===== src/rtl/line_mem_arbiter.sv =====
// Shares one line-granular memory port between the instruction and data caches.
// One transaction at a time; when both request, the side not granted last time wins.
module line_mem_arbiter #(
    parameter int unsigned ADDR_WIDTH = 32,
    parameter int unsigned LINE_WIDTH = 256
) (
    input  logic                  clk,
    input  logic                  reset,
    input  logic                  i_read,
    input  logic [ADDR_WIDTH-1:0] i_addr,
    output logic [LINE_WIDTH-1:0] i_rdata,
    output logic                  i_resp,
    input  logic                  d_read,
    input  logic                  d_write,
    input  logic [ADDR_WIDTH-1:0] d_addr,
    input  logic [LINE_WIDTH-1:0] d_wdata,
    output logic [LINE_WIDTH-1:0] d_rdata,
    output logic                  d_resp,
    output logic                  pmem_read,
    output logic                  pmem_write,
    output logic [ADDR_WIDTH-1:0] pmem_addr,
    output logic [LINE_WIDTH-1:0] pmem_wdata,
    input  logic [LINE_WIDTH-1:0] pmem_rdata,
    input  logic                  pmem_resp
);

    typedef enum logic [1:0] {
        IDLE    = 2'd0,
        SERVE_I = 2'd1,
        SERVE_D = 2'd2
    } state_t;

    state_t                r_state;
    logic                  r_last_d;
    logic                  r_pmem_read;
    logic                  r_pmem_write;
    logic [ADDR_WIDTH-1:0] r_addr;
    logic [LINE_WIDTH-1:0] r_wdata;

    logic w_d_req;
    logic w_i_req;
    logic w_grant_d;

    assign w_d_req   = d_read | d_write;
    assign w_i_req   = i_read;
    // Data wins when alone, or on a conflict when instruction was granted last.
    assign w_grant_d = w_d_req & (~w_i_req | ~r_last_d);

    always_ff @(posedge clk or posedge reset) begin
        if (reset) begin
            r_state      <= IDLE;
            r_last_d     <= 1'b0;
            r_pmem_read  <= 1'b0;
            r_pmem_write <= 1'b0;
            r_addr       <= '0;
            r_wdata      <= '0;
        end else begin
            case (r_state)
                IDLE: begin
                    if (w_d_req || w_i_req) begin
                        if (w_grant_d) begin
                            r_state      <= SERVE_D;
                            r_addr       <= d_addr;
                            r_wdata      <= d_wdata;
                            r_pmem_write <= d_write;
                            r_pmem_read  <= ~d_write;
                            r_last_d     <= 1'b1;
                        end else begin
                            r_state      <= SERVE_I;
                            r_addr       <= i_addr;
                            r_pmem_write <= 1'b0;
                            r_pmem_read  <= 1'b1;
                            r_last_d     <= 1'b0;
                        end
                    end
                end
                SERVE_I, SERVE_D: begin
                    if (pmem_resp) begin
                        r_state      <= IDLE;
                        r_pmem_read  <= 1'b0;
                        r_pmem_write <= 1'b0;
                    end
                end
                default: begin
                    r_state      <= IDLE;
                    r_pmem_read  <= 1'b0;
                    r_pmem_write <= 1'b0;
                end
            endcase
        end
    end

    assign pmem_read  = r_pmem_read;
    assign pmem_write = r_pmem_write;
    assign pmem_addr  = r_addr;
    assign pmem_wdata = r_wdata;

    assign i_resp  = (r_state == SERVE_I) & pmem_resp;
    assign d_resp  = (r_state == SERVE_D) & pmem_resp;
    assign i_rdata = pmem_rdata;
    assign d_rdata = pmem_rdata;

`ifndef SYNTHESIS
    // A simultaneous read and write from the data cache is served as a write.
    a_d_rw_exclusive: assert property (@(posedge clk) disable iff (reset) !(d_read && d_write));
`endif

endmodule


===== config.mk =====
export PLATFORM = sky130hd
export DESIGN_NAME = line_mem_arbiter
export DESIGN_NICKNAME = d
export VERILOG_FILES = /design/src/rtl/line_mem_arbiter.sv
export SDC_FILE = /design/constraint.sdc
export NUM_CORES = 1
export LEC_CHECK = 0
export CAP_MARGIN = 10
export CORE_AREA = 3 3 541 543
export CTS_CLUSTER_DIAMETER = 40
export CTS_CLUSTER_SIZE = 28
export DETAILED_ROUTE_END_ITERATION = 6
export DIE_AREA = 0 0 544 546
export PLACE_DENSITY = 0.3
export SLEW_MARGIN = 0
export SYNTH_ARGS = -nofsm -noshare
export SYNTH_HDL_FRONTEND = slang
export SYNTH_SLANG_ARGS = --single-unit

===== constraint.sdc =====
create_clock -name clk -period 12.89 [get_ports clk]
set_input_delay 2.578 -clock clk [delete_from_list [all_inputs] [get_ports clk]]
set_output_delay 2.578 -clock clk [all_outputs]
set_load 0.1 [all_outputs]

== After elaboration in Yosys (flattened, before gate mapping) ==
Index checks and enable logic that the tools add are counted.
Word-level totals
  bits in registers: 293
  input port bits: 582
  output and inout bits: 804
  word-level logic and storage cells: 37
Cells by class
  equal/unequal tests: 4
  multiplexer cells: 13
  bitwise operators: 8
  reduce and logical (&&, ||, !) cells: 6
Operators with widths (number)
  32-bit two-way mux: 1
  1-bit two-way mux: 6
  2-bit two-way mux: 3
  2-bit inequality test, second input constant: 2
  1-bit case mux with 2 select lines: 2
  2-bit case mux with 2 select lines: 1
  2-bit AND reduction: 2
  1-bit AND: 3
  1-bit NOT: 3
  3-bit AND reduction: 1
  2-bit by 1-bit == test with 1-bit output, second input constant: 1
  2-bit == test, second input constant: 1
  2-bit zero test: 1
  1-bit OR: 2
  2-bit OR reduction: 1
  1-bit logical OR: 1

== Depth between registers and ports, before layout ==
  word-level depth: 6
  mapped depth: 7
  depth with buffers taken out: 5

== Least setup slack after synthesis ==
No wires, ideal clock.
  path type: in2out
  start point: in pmem_resp
  end point: out d_resp
  arrival time: 3.315 ns
  data required time: 10.312 ns
  path slack: 6.997 ns
  stages on the path: 1
  buffers on the path: 0
  path through: and2_1
Between the ends
  word-level cells in the longest chain between the ends: 1
RTL lines
  start, declared: line 24  | input logic pmem_resp
  1-bit AND: line 99  | assign d_resp = (r_state == SERVE_D) & pmem_resp;
  end, declared: line 18  | output logic d_resp,
Every way passes these cells.

== Worst setup path after layout ==
  start point: in pmem_resp
  end point: out i_resp
Between the ends
  word-level cells in the longest chain between the ends: 1
RTL lines
  1-bit AND: line 98  | assign i_resp = (r_state == SERVE_I) & pmem_resp;
  end, declared: line 12  | output logic i_resp,
Every way passes these cells.

==> results.md <==
- Status: finished clean
- Final Hold Viols: 0
- Slew at the pin closest to its max-slew limit: 1175 ps
- Vias: 9,962
- Root Buffer: clkbuf_16
- Vias in the first global route: 10,798
- 1st-pass router iterations: 4
- Pins Over Slew Limit: 0
- Worst Clk Skew: 67.86 ps
- Io pins: 1,386
- GRT Total Usage: 8.294%
- CTS tree: yes
- Max-Cap Viols: 0
- Yosys warns: 0
- Rel. slew slack: 21.45%
- Post-CTS Setup Inserts: 0
- CP Capture Type: output port
- Register bit total from synthesis: 293
- Setup TNS: 0 ps
- Final WL: 128,200 µm
- Antenna Nets Post-Route: 0
- Critical path type: in -> out
- Leading post-synthesis cells by cell area: dfrtp_1 (46%), buf_4 (24%), mux2_4 (21%)
- Post-synth net total: 1,804
- Final setup viols: 0
- Clk buf depth: 4
- Avg Inst Size Synth: 13.21 µm²
- Largest net degree at the start of global routing: 117
- Num CTS Buffers: 98
- Final period util: 52.48%
- Remaining Overflow, GRT: 0
- Initial Util: 5.587%
- I/O Buffers: 617
- Antenna violations before repair: 91
- Critical Path Fanout Max: 3
- Cell variety after synth: 24
- Clk_lat worst skew: 800 ps
- Share of cells above drive strength 1: 41.16%
- Register area share after synthesis: 45.55%
- Worst hold slack: 471.8 ps
- Clock Sinks: 293
- Most common cell in the netlist: buf_4
- Core area: 0.2881 mm²
- Rows: 197
- CTS resizes: 0
- Worst-path clk slew: 40 ps
- Async S/R FF share, synth: 100.0%
- Synth Cell Area: 0.01610 mm²
- Commonest cells post-synth: buf_4 (514), dfrtp_1 (293), mux2_4 (229)
- Critical path arrival: 4190 ps
- H-tree depth: 3
- Fmax: 147.8 MHz
- Synth area leader: dfrtp_1
- First-pass GRT wire length: 152,300 µm
- Post-synth EDFFs: 0
- Drt via density: 1.892
- Die Area: 0.2970 mm²
- Die W: 544 µm
- RSZ-0062 raised after global routing: no
- Syn-to-layout area delta: 61.67%
- Post-Syn Instances: 1,219
- Hold WC Path Type: reg -> reg
- Synth top area share: 45.55%
- Layout Nets: 1,978
- Dominant synthesized flop cell: dfrtp_1
- Req. time, crit path: 10,310 ps
- Routed WL per cell: 24.35 µm
- DR iter-0 viols: 390
- Cts hold-fix bufs: 0
- Critical path startpoint category: input pin
- Routability cong.: 0.6786
- Min Clock Period, post-route: 6765 ps
- Dpl hpwl: 110,800 µm
- Die H: 546 µm
- DR DRC count: 0
[per-stage QoR]
step	instances	instance area (µm²)	utilization (%)	setup slack, ps
4_1_cts	5251	25990	9.020	5925
3_3_place_gp	5074	22420	7.782	5932
3_5_place_dp	5074	22420	7.782	5925
5_1_grt	5253	25990	9.022	6033
2_1_floorplan	1219	16100	-	2221
6_report	5265	26030	9.032	6125
[kinds of logic (layout without fill, tap and decap cells)]
family	count (synthesis)	after routing	synth area share (%)
buffers and inverters	553	804	26.43
AND/OR/NAND/NOR	42	42	1.049
AO/OA/AOI/OAI	40	40	1.500
adder cells (fa/ha/maj)	3	3	0.2332
multiplexers	288	288	25.24
other	0	14	0
flip-flops	293	293	45.55
[sequential cells by signal, summed over array words and instances (netlist names)]
signal	flops
pmem_addr	32
r_state	2
pmem_read	1
r_last_d	1
pmem_write	1
pmem_wdata	256
[final timing paths]
path | endpoint | slack, ps | start | depth (start not counted)
hold / removal | pmem_addr[30] | 470 | pmem_addr[30] | 2
setup / recovery | i_resp | 6120 | pmem_resp | 3
min in group asynchronous | pmem_wdata[125] | 2230 | reset | 2
max in group asynchronous | pmem_wdata[175] | 8550 | reset | 4
setup reg to reg | pmem_wdata[110] | 10000 | r_state[0] | 5
hold reg to reg | pmem_addr[30] | 470 | pmem_addr[30] | 2
[placed cells by master, fill, tap and decap left out, types with 2 or more instances in the layout]
cell type / n
diode_2: 14
ha_1: 3
clkbuf_8: 18
mux2i_1: 32
inv_1: 2
clkdlybuf4s50_1: 447
a22o_1: 3
o21ai_0: 32
nand2_1: 36
inv_6: 3
clkbuf_16: 98
clkinv_2: 21
clkbuf_1: 10
dfrtp_1: 293
buf_12: 3
and2_1: 2
mux2_2: 27
mux2_4: 229
bufinv_16: 21
clkinvlp_4: 5
buf_2: 20
buf_4: 154
[final cells by class]
| cell class | instances | area [µm²] |
|---|---|---|
| Multi-Input combinational cell | 373 | 4551 |
| Tap cell | 3781 | 4731 |
| Fill cell | 33008 | 262100 |
| Timing Repair Buffer | 624 | 5791 |
| Antenna cell | 14 | 35.03 |
| Sequential cell | 293 | 7332 |
| Clock inverter | 51 | 829.5 |
| Clock buffer | 126 | 2738 |
| Inverter | 3 | 18.77 |
[critical path: stages]
cell and delay (ps):
clkdlybuf4s50_1 620, and2_1 410, buf_2 550
[layer usage]
| metal | wire [µm] | GRT usage, % |
|---|---|---|
| met2 | 54060 | 12.56 |
| met3 | 22150 | 6.224 |
| met1 | 44760 | 8.398 |
| met5 | 13 | 0.04870 |
| met4 | 7216 | 3.951 |
Power is left out: the tool's default activity adds up to more than one toggle a clock period on the data nets, which glitch-free logic cannot reach.
